[src/rtl/wb_timer_slave.sv]
// wb_timer_slave: 8-bit Wishbone responder wrapping a 16-bit down-counting
// timer with an 8-bit prescaler, overflow flag and level interrupt.
module wb_timer_slave #(
  parameter logic [15:0] BASE       = 16'hF000,
  parameter logic [15:0] RELOAD_RST = 16'h0000
) (
  input  logic        clk,
  input  logic        reset,
  input  logic [15:0] addr_i,
  input  logic [7:0]  dat_i,
  output logic [7:0]  dat_o,
  input  logic        we_i,
  input  logic        stb_i,
  input  logic        cyc_i,
  output logic        ack_o,
  output logic        irq_o
);

  localparam logic [2:0] OFF_CTRL   = 3'd0;
  localparam logic [2:0] OFF_PRESC  = 3'd1;
  localparam logic [2:0] OFF_RELL   = 3'd2;
  localparam logic [2:0] OFF_RELH   = 3'd3;
  localparam logic [2:0] OFF_CNTL   = 3'd4;
  localparam logic [2:0] OFF_CNTH   = 3'd5;
  localparam logic [2:0] OFF_STATUS = 3'd6;

  // ctrl bit positions
  localparam int EN    = 0;
  localparam int AUTO  = 1;
  localparam int IRQEN = 2;

  logic        ack_q,    ack_d;
  logic [7:0]  dat_q,    dat_d;
  logic        irq_q,    irq_d;
  logic [2:0]  ctrl_q,   ctrl_d;
  logic [7:0]  presc_q,  presc_d;
  logic [15:0] reload_q, reload_d;
  logic [15:0] count_q,  count_d;
  logic        ovf_q,    ovf_d;
  logic [7:0]  pcnt_q,   pcnt_d;
  logic [7:0]  shadow_q, shadow_d;

  logic       sel, acc, wr, rd, tick;
  logic [2:0] off;

  assign dat_o = dat_q;
  assign ack_o = ack_q;
  assign irq_o = irq_q;

  // Bus decode, register file, prescaler and counter next-state
  always_comb begin
    sel  = cyc_i & stb_i & (addr_i[15:3] == BASE[15:3]);
    off  = addr_i[2:0];
    // the edge that raises ack is the one that performs the access
    acc  = sel & ~ack_q;
    wr   = acc & we_i;
    rd   = acc & ~we_i;
    tick = ctrl_q[EN] & (pcnt_q == presc_q);

    ack_d    = acc;
    dat_d    = 8'h00;
    irq_d    = ovf_q & ctrl_q[IRQEN];
    ctrl_d   = ctrl_q;
    presc_d  = presc_q;
    reload_d = reload_q;
    count_d  = count_q;
    ovf_d    = ovf_q;
    shadow_d = shadow_q;

    // prescaler: held at 0 while disabled, wraps on tick (or at 255)
    if (!ctrl_q[EN])  pcnt_d = 8'h00;
    else if (tick)    pcnt_d = 8'h00;
    else              pcnt_d = pcnt_q + 8'd1;

    if (rd) begin
      case (off)
        OFF_CTRL:   dat_d = {5'b0, ctrl_q};
        OFF_PRESC:  dat_d = presc_q;
        OFF_RELL:   dat_d = reload_q[7:0];
        OFF_RELH:   dat_d = reload_q[15:8];
        OFF_CNTL: begin
          dat_d    = count_q[7:0];
          shadow_d = count_q[15:8];
        end
        OFF_CNTH:   dat_d = shadow_q;
        OFF_STATUS: dat_d = {7'b0, ovf_q};
        default:    dat_d = 8'h00;
      endcase
    end

    // clear first so a same-edge overflow set wins
    if (wr && off == OFF_STATUS && dat_i[0]) ovf_d = 1'b0;
    if (wr && off == OFF_PRESC) presc_d = dat_i;
    if (wr && off == OFF_RELL)  reload_d[7:0]  = dat_i;
    if (wr && off == OFF_RELH)  reload_d[15:8] = dat_i;

    if (tick) begin
      if (count_q != 16'h0000) begin
        count_d = count_q - 16'd1;
      end else begin
        ovf_d = 1'b1;
        if (ctrl_q[AUTO]) count_d    = reload_q;
        else              ctrl_d[EN] = 1'b0;
      end
    end

    // CTRL write overrides the one-shot auto-disable; a rising EN restarts
    if (wr && off == OFF_CTRL) begin
      ctrl_d = dat_i[2:0];
      if (dat_i[EN] && !ctrl_q[EN]) begin
        count_d = reload_q;
        pcnt_d  = 8'h00;
      end
    end
  end

  // State registers with synchronous reset
  always_ff @(posedge clk) begin
    if (reset) begin
      ack_q    <= 1'b0;
      dat_q    <= 8'h00;
      irq_q    <= 1'b0;
      ctrl_q   <= 3'b000;
      presc_q  <= 8'h00;
      reload_q <= RELOAD_RST;
      count_q  <= 16'h0000;
      ovf_q    <= 1'b0;
      pcnt_q   <= 8'h00;
      shadow_q <= 8'h00;
    end else begin
      ack_q    <= ack_d;
      dat_q    <= dat_d;
      irq_q    <= irq_d;
      ctrl_q   <= ctrl_d;
      presc_q  <= presc_d;
      reload_q <= reload_d;
      count_q  <= count_d;
      ovf_q    <= ovf_d;
      pcnt_q   <= pcnt_d;
      shadow_q <= shadow_d;
    end
  end

endmodule

[config.mk]
export PLATFORM = sky130hd
export DESIGN_NAME = wb_timer_slave
export DESIGN_NICKNAME = d
export VERILOG_FILES = /design/src/rtl/wb_timer_slave.sv
export SDC_FILE = /design/constraint.sdc
export NUM_CORES = 1
export LEC_CHECK = 0
export ABC_AREA = 1
export BUFFER_PORTS_ARGS = -buffer_cell sky130_fd_sc_hd__buf_4
export CAP_MARGIN = 20
export CELL_PAD_IN_SITES_DETAIL_PLACEMENT = 1
export CELL_PAD_IN_SITES_GLOBAL_PLACEMENT = 1
export CORE_ASPECT_RATIO = 1.5
export CORE_MARGIN = 5
export CORE_UTILIZATION = 45
export CTS_CLUSTER_DIAMETER = 200
export CTS_CLUSTER_SIZE = 16
export DETAILED_ROUTE_END_ITERATION = 10
export GPL_TIMING_DRIVEN = 0
export PLACE_DENSITY_LB_ADDON = 0.1
export SYNTH_ARGS = -nofsm -noshare
export SYNTH_HDL_FRONTEND = slang
export SYNTH_SLANG_ARGS = --single-unit
[constraint.sdc]
create_clock -name clk -period 4.4 [get_ports clk]
set_input_delay 0.22 -clock clk [delete_from_list [all_inputs] [get_ports clk]]
set_output_delay 0.22 -clock clk [all_outputs]
set_load 0.005 [all_outputs]
==> results.ini, run 1 <==
[min_path]
hp-class=in -> reg
hold_start=reset

[setup_path]
cp-startpoint=count_q[0]
arrival_ps=2220
r2r_slack_ps=2410
cp-end-kind=flip-flop
slowest_stage=dfxtp_1
path_cells=inv_1 > ha_1 > nand3_1 > nor2_1 > nand2_1 > inv_1 > buf_4 > nand2_1 > nand3_1 > nand2_1 > nor2_1 > nor2_1
path_class=reg -> reg
rr_startpoint=count_q[0]
required_ps=4630
critPathLaunchType=flip-flop
critical-path-max-stage-delay_ps=310
worstPathMaxFanout=10

[floorplan]
core_area_um2=9254
dieArea_um2=11600
initial_core_util_pct=46.24
ios=39
num_rows=43
dieWidth_um=89.62
die_h_um=129.4

[synthesis]
ys_ff_latch=70
synth.top_cell.area_share_pct=32.75
syn-num-nets=716
synthCells=684
yosys.area.top_type=dfxtp_1
synth_area_um2=4279
synth_warnings=0
syn-mean-instance-area_um2=6.256
synthTopCellsByArea=dfxtp_1, nand2_1, nor2_1, inv_1, o21ai_0
synthDistinctLibCells=37
synth_seq_area_share_pct=32.75

[layout]
layout-drive-gt1-share_pct=11.82
n_fill_cell=1300
fin_util_pct=53.95
num_antenna_cells=0
syn_to_final_growth_pct=16.67
nets=763

[timing]
fin_setup_tns_ps=0
min_period_ps=1987
whs_ps=80.00
final_min_period_over_clock_period_pct=45.16
hold_viol=0
worst_slew_pin_slew_ps=633.3
fmax_ghz=0.5032
slew_headroom_pct=57.78
rsz0062_at_grt=false
fin_skew_ps=8.051
drv_slew=0
setup_viol=0

[cts]
cts_buffers=9
cts-root-buf=clkbuf_16
cts_max_level=3
cts_setup_buffers=0
cts.sinks=70
cts_buffer_depth=2
cts_hold_buf=0
clkSlewWorstSetupHoldPaths_ps=60
cts_tree=yes
worstSkewPairLatency_ps=340
post_cts_resized=0

[global_routing]
antenna_found_initial=0
first_global_vias=4858
grt_pass1_wl_um=24680
grt_max_degree=15
grtUsageTotal_pct=27.85
grt_overflow=0

[run_status]
outcome=finished, final reports clean

[pwr]
power_density_nw_per_um2=293.7
leakage_nw=2.320
ir_drop_mv=0.2617

[placement]
post-dp-hpwl_um=12120
portBuffers=36
gp_congestion=0.9093

[drt]
vias_per_cell=5.506
drt-total-wl_um=15400
drt_pre_antenna_iters=5
drc=0
wl_per_cell_um=18.16
vias=4669
drtAntennaViolNets=0
first_iter_violations=240

[run]
drv_cap=0

==> worst paths after layout <==
check,end,cells past startpoint
worst max-delay path,count_q[6],12
worst min-delay path,ovf_q,2
worst max register to register,count_q[6],12
worst min register to register,shadow_q[3],2
==> synthesized netlist by cell type <==
library cell,n
ha_1,3
nand2_2,1
nand4_1,11
dfxtp_1,70
nand3_4,2
xor2_1,7
nor2_2,3
nand2_1,176
nand3b_1,2
inv_2,3
o21ai_0,58
nor3b_1,1
o221ai_1,1
a21oi_1,56
buf_2,5
o21ai_2,4
o22ai_1,10
nor2_1,105
clkbuf_8,1
buf_6,4
inv_1,86
a211oi_1,1
o31ai_1,1
nor3_4,3
buf_4,2
o21a_1,3
inv_4,2
o21ai_1,4
xnor2_1,1
a21boi_0,2
clkbuf_1,10
nand3_1,32
nor3_1,5
nor2_8,2
nor2_4,2
a31oi_1,4
nand3_2,1
==> power by group <==
part           internal, mW  total, mW  leakage (nW)  switching [mW]
Combinational        0.0278     0.0748          1.61          0.0470
Clock                 0.446      0.758         0.147           0.312
Sequential            0.633      0.633         0.563      0.00000238
Total                  1.11       1.47          2.32           0.359
==> registers in the layout, summed over array words and instances, names as in the netlist <==
signal    count
ovf_q         1
ctrl_q        3
presc_q       8
pcnt_q        8
dat_o         8
reload_q     16
count_q      16
ack_o         1
shadow_q      8
irq_o         1
==> routing by layer <==
metal | GRT usage (%) | vias up | routed length (um) | share of wire (%)
met3 | 3.499 | 48 | 565 | 3.7
met4 | 13.50 | 0 | 688 | 4.5
li1 | - | 2289 | - | -
met1 | 32.05 | 2196 | 5974 | 39
met5 | 0 | - | 0 | 0
met2 | 49.44 | 136 | 8173 | 53
==> through the flow <==
| stage | setup WS [ps] | total power, mW | cell area [um^2] | std cells |
|---|---|---|---|---|
| 6_report | 2413 | 1.466 | 4992 | 848 |
| 5_1_grt | 2242 | 1.510 | 4992 | 848 |
| 4_1_cts | 2447 | 1.471 | 4992 | 848 |
| 3_5_place_dp | 2460 | 0.7213 | 4690 | 832 |
| 3_3_place_gp | 2500 | 0.7182 | 4690 | 832 |
| 2_1_floorplan | 2852 | 0.6838 | 4279 | 684 |
==> critical path: cells and delay by family, from the launching register on <==
family,cells,cell delay [ps]
AND/OR/NAND/NOR,8,740
buffers and inverters,3,640
flip-flops,1,310
adder cells (fa/ha/maj),1,220
==> cell families (layout without fill, tap and decap cells) <==
family | Yosys count | count (layout) | synth area share [%]
buffers and inverters | 113 | 165 | 11.29
and+or+nand+nor | 346 | 346 | 35.35
xor gates and xnor gates | 8 | 8 | 1.637
DFF | 70 | 70 | 32.75
adders and majority gates | 3 | 3 | 0.8773
AOI/OAI and AO/OA | 144 | 144 | 18.10
==> placed cells by master (no fill, tap or decap), drive strengths merged, types with 2 or more instances in the layout <==
cell	Yosys	routed
xor2	7	7
o21a	3	3
ha	3	3
nor2	112	112
buf	11	47
a21oi	56	56
nand4	11	11
dfxtp	70	70
a21boi	2	2
clkbuf	11	20
nand3	35	35
nand3b	2	2
nand2	177	177
o21ai	66	66
o22ai	10	10
inv	91	95
nor3	8	8
a31oi	4	4
==> layout make-up <==
type	instances	area (um^2)	share of cell area [%]
multi-input cells	501	2395	47.97
flip-flops and latches	70	1401	28.07
inverters	91	346.6	6.942
repair buffers	36	270.3	5.414
clock buffers	9	225.2	4.511
well taps	112	140.1	2.807
plain buffers	22	136.4	2.732
clock inverters	7	77.57	1.554
No activity file was read; power rests on OpenSTA's default activity.
==> run 2, diff against run 1 <==
--- a/config.mk
+++ b/config.mk
@@ -12,7 +12,7 @@
 export CELL_PAD_IN_SITES_GLOBAL_PLACEMENT = 1
 export CORE_ASPECT_RATIO = 1.5
 export CORE_MARGIN = 5
-export CORE_UTILIZATION = 45
+export CORE_UTILIZATION = 38
 export CTS_CLUSTER_DIAMETER = 200
 export CTS_CLUSTER_SIZE = 16
 export DETAILED_ROUTE_END_ITERATION = 10
==> constraint.sdc (replaced) <==
create_clock -name clk -period 1.8 [get_ports clk]
set_input_delay 0.09 -clock clk [delete_from_list [all_inputs] [get_ports clk]]
set_output_delay 0.09 -clock clk [all_outputs]
set_load 0.005 [all_outputs]
==> run 2 against run 1 <==
Largest cell class unchanged. Non-clock buffer count grew 12. Clock-buffer cell count stayed put. Die area grew 17%.
==> results.ini, run 2 (synthesis gave the netlist of run 1 again) <==
[run_status]
outcome=finished, final reports clean

[drt]
drt-total-wl_um=15630
drc=0
wl_per_cell_um=17.47
vias=4619
drtAntennaViolNets=0
drt_pre_antenna_iters=4
vias_per_cell=5.161
first_iter_violations=225

[layout]
top_regs=count_q: 16 flops, reload_q: 16 flops
nets=775
layout_commonest_cell=nand2_1
layout-drive-gt1-share_pct=16.84
fin_util_pct=47.24
num_antenna_cells=0
syn_to_final_growth_pct=22.05
final_cell_mix=nand2_1, nor2_1, inv_1, dfxtp_1

[min_path]
hold_start=dat_i[5]
hp-class=in -> reg

[floorplan]
ios=39
dieArea_um2=13530
die_h_um=140.0
dieWidth_um=96.65
core_area_um2=11060
num_rows=47
initial_core_util_pct=38.71

[timing]
setup_viol=0
fin_setup_tns_ps=0
hold_viol=0
worst_slew_pin_slew_ps=618.0
min_period_ps=1730
slew_headroom_pct=58.80
final_min_period_over_clock_period_pct=96.09
rsz0062_at_grt=true
fmax_ghz=0.5782
drv_slew=0
fin_skew_ps=4.987

[setup_path]
arrival_ps=1980
worstPathMaxFanout=8
required_ps=2050
critPathLaunchType=flip-flop
cp-startpoint=ack_o
path_class=reg -> reg
cp-end-kind=flip-flop
rr_startpoint=ack_o

[cts]
cts_buffers=9
cts_tree=yes
cts.sinks=70
cts-root-buf=clkbuf_16
cts_max_level=3
cts_buffer_depth=2
clkSlewWorstSetupHoldPaths_ps=60
worstSkewPairLatency_ps=340

[global_routing]
antenna_found_initial=0
grt_max_degree=15
grt_pass1_wl_um=24620
grt_overflow=0
first_global_vias=4680
grtUsageTotal_pct=22.74

[pwr]
ir_drop_mv=0.4527
finalPower_mw=3.591
power_density_nw_per_um2=687.5
leakage_nw=2.399

[placement]
portBuffers=36
gp_congestion=0.9031
post-dp-hpwl_um=12440

[run]
drv_cap=0

[run 2: cell count changes in the layout (fill, tap and decap cells not counted), sizes merged]
cell	change
clkinvlp	+2
dlygate4sd3	+1
buf	+11
inv	-1
clkinv	-1
[run 2: area by class of cell]
class	count	area, um^2
fillers	1569	5833
multi-input cells	501	2452
flip-flops and latches	70	1408
repair buffers	48	362.8
inverters	91	346.6
clock buffers	9	225.2
well taps	147	183.9
plain buffers	22	162.7
clock inverters	7	81.33
[run 2: power breakdown]
part           switching [mW]  internal (mW)  total [mW]  leakage [nW]
Clock                   0.765           1.09        1.86         0.141
Sequential         0.00000595           1.55        1.55         0.566
Combinational           0.115         0.0696       0.185          1.69
Total                   0.880           2.71        3.59          2.40
[run 2: routing by layer]
layer,share of wire (%),GRT usage (%)
met1,40,25.24
met2,55,43.45
met3,2.7,2.637
met4,2.8,9.098
met5,0,0
[run 2: what timing repair did]
action                                  CTS  global route
endpoints found under the hold margin     4             0
endpoints found under the setup margin   26            24
buffers inserted                          1            10
gates resized for setup                  16            29
pin swaps                                 1             4
hold buffers                              1             0
[run 2: through the flow]
stage,setup slack [ps],hold slack (ps),instance area (um^2),instances
6_report,70.44,27.31,5223,895
5_1_grt,-45.03,41.94,5223,895
4_1_cts,17.44,32.59,5090,885
3_5_place_dp,-193.5,304.2,4733,867
3_3_place_gp,-165.3,304.1,4733,867
2_1_floorplan,252.1,159.1,4279,684
[run 2: worst paths after layout]
| kind | slack, ps | depth (start not counted) | end |
|---|---|---|---|
| setup / recovery | 70 | 9 | dat_o[3] |
| setup reg to reg | 70 | 9 | dat_o[3] |
| hold / removal | 30 | 3 | reload_q[13] |
| hold reg to reg | 460 | 2 | shadow_q[3] |
[run 2: worst max-delay path: stages (launching register included)]
cell     delay [ps]
dfxtp_1         340
inv_1            80
nand2_1          50
nor2_1           90
nand2_1          70
nor2_1          190
inv_1            90
nor2_2          210
nand3_2         250
a31oi_1         270
==> run 3, diff against run 2 <==
--- a/config.mk
+++ b/config.mk
@@ -12,12 +12,14 @@
 export CELL_PAD_IN_SITES_GLOBAL_PLACEMENT = 1
 export CORE_ASPECT_RATIO = 1.5
 export CORE_MARGIN = 5
-export CORE_UTILIZATION = 38
+export CORE_UTILIZATION = 39
+export CTS_BUF_LIST = sky130_fd_sc_hd__clkbuf_8
 export CTS_CLUSTER_DIAMETER = 200
 export CTS_CLUSTER_SIZE = 16
 export DETAILED_ROUTE_END_ITERATION = 10
 export GPL_TIMING_DRIVEN = 0
 export PLACE_DENSITY_LB_ADDON = 0.1
+export REMOVE_ABC_BUFFERS = 1
 export SYNTH_ARGS = -nofsm -noshare
 export SYNTH_HDL_FRONTEND = slang
 export SYNTH_SLANG_ARGS = --single-unit
==> run 3 against run 2 <==
Maximum frequency increased by 0.39%. Sequential share of layout area increased by 0.18 points. Final area decreased by 0.67%. Critical path type unchanged. Largest power group is now registers. Sequential cell count unchanged. Die area decreased by 2.3%. Clock skew increased by 2.5 ps.
==> results.ini, run 3 (synthesis gave the netlist of run 1 again) <==
[floorplan]
core_area_um2=10880
dieArea_um2=13210
ios=39
initial_core_util_pct=39.33
die_h_um=138.3
num_rows=47
dieWidth_um=95.53

[cts]
cts-root-buf=clkbuf_8
cts_buffers=9
cts.sinks=70
worstSkewPairLatency_ps=360
cts_tree=yes
clkSlewWorstSetupHoldPaths_ps=80
cts_max_level=3
cts_buffer_depth=2

[run]
drv_cap=0

[setup_path]
path_class=reg -> reg
worstPathMaxFanout=12
arrival_ps=2020
required_ps=2100
cp-end-kind=flip-flop
critPathLaunchType=flip-flop

[timing]
setup_slack_ps=77.24
drv_slew=0
worst_slew_pin_slew_ps=912.0
fmax_ghz=0.5805
slew_headroom_pct=39.11
rsz0062_at_grt=false
hold_viol=0
min_period_ps=1723
whs_ps=7.738
final_min_period_over_clock_period_pct=95.71
setup_viol=0
fin_skew_ps=7.451

[placement]
gp_congestion=0.8519
post-dp-hpwl_um=11340
portBuffers=38
place_inst=848
dp_slack_ps=-814.7

[layout]
nets=763
top_regs=count_q: 16 flops, reload_q: 16 flops
fin_util_pct=47.68
layout-drive-gt1-share_pct=17.41
syn_to_final_growth_pct=21.23
final_cells=882
final_cell_mix=nand2_1, nor2_1, inv_1, dfxtp_1
num_antenna_cells=0
layout_commonest_cell=nand2_1

[pwr]
finalPower_mw=3.180
leakage_nw=2.347
ir_drop_mv=0.3907
power_density_nw_per_um2=613.0

[drt]
vias_per_cell=5.293
vias=4668
drt_pre_antenna_iters=4
wl_per_cell_um=17.50
drtAntennaViolNets=0
drt-total-wl_um=15430
first_iter_violations=259
drc=0

[global_routing]
grtUsageTotal_pct=23.80
first_global_vias=4846
antenna_found_initial=0
grt_pass1_wl_um=24410
grt_max_degree=53
grt_overflow=0

[run_status]
outcome=finished, final reports clean

[min_path]
hp-class=in -> reg

run 3: changes by cell type in the layout (fill, tap and decap cells not counted), sizes merged:
cell | previous run | this run
clkbuf | 20 | 9
buf | 58 | 52
clkinv | 0 | 4
inv | 94 | 90
dlygate4sd3 | 1 | 4
clkinvlp | 3 | 1
bufinv | 1 | 2
nand2 | 177 | 178
nor2 | 112 | 113
run 3: critical path: stages (launching register included):
cell        delay, ps
dfxtp_1           330
inv_2             130
ha_4              160
nand3_2           110
nor2_4            170
nand2_4            80
clkinvlp_4         80
buf_8             140
buf_4             150
nand2_1            50
nand2_1            70
nand2_1            50
a21oi_1           140
run 3: timing repair:
item	4_1_cts	5_1_grt
buffers inserted	10	3
hold endpoints to repair	7	0
hold buffers	4	0
gates resized for setup	22	28
pin swaps	5	6
setup endpoints to repair	34	41
gates cloned	2	0
run 3: report_power, final:
group	switching (mW)	internal [mW]	leakage, nW
Sequential	0.00000606	1.55	0.566
Combinational	0.117	0.0723	1.67
Clock	0.672	0.773	0.109
Total	0.788	2.39	2.35
run 3: final timing paths:
kind,from,end,slack [ps],depth (start not counted)
hold / removal,dat_i[5],presc_q[5],8,3
setup reg to reg,count_q[0],count_q[10],80,12
hold reg to reg,ctrl_q[2],irq_o,450,2
setup / recovery,count_q[0],count_q[10],80,12
run 3: routing by layer:
| metal | track usage (%) | vias to the layer above | part of all wire (%) |
|---|---|---|---|
| li1 | - | 2291 | - |
| met1 | 27.78 | 2264 | 40 |
| met2 | 43.26 | 81 | 54 |
| met3 | 2.554 | 32 | 3.0 |
| met4 | 8.996 | 0 | 2.7 |
| met5 | 0 | - | 0 |
run 3: per-stage QoR:
stage | setup TNS, ps | instance area [um^2]
finish | 0 | 5187
global placement | -22630 | 4612
CTS | 0 | 5057
detailed placement | -15120 | 4629
global route | 0 | 5187
floorplan | -23.10 | 4143
run 3: final cells by class:
class,instances,area [um^2]
fillers,1468,5692
multi-input cells,503,2564
flip-flops and latches,70,1408
repair buffers,56,470.5
inverters,91,350.3
well taps,147,183.9
clock buffers,9,123.9
clock inverters,6,87.58
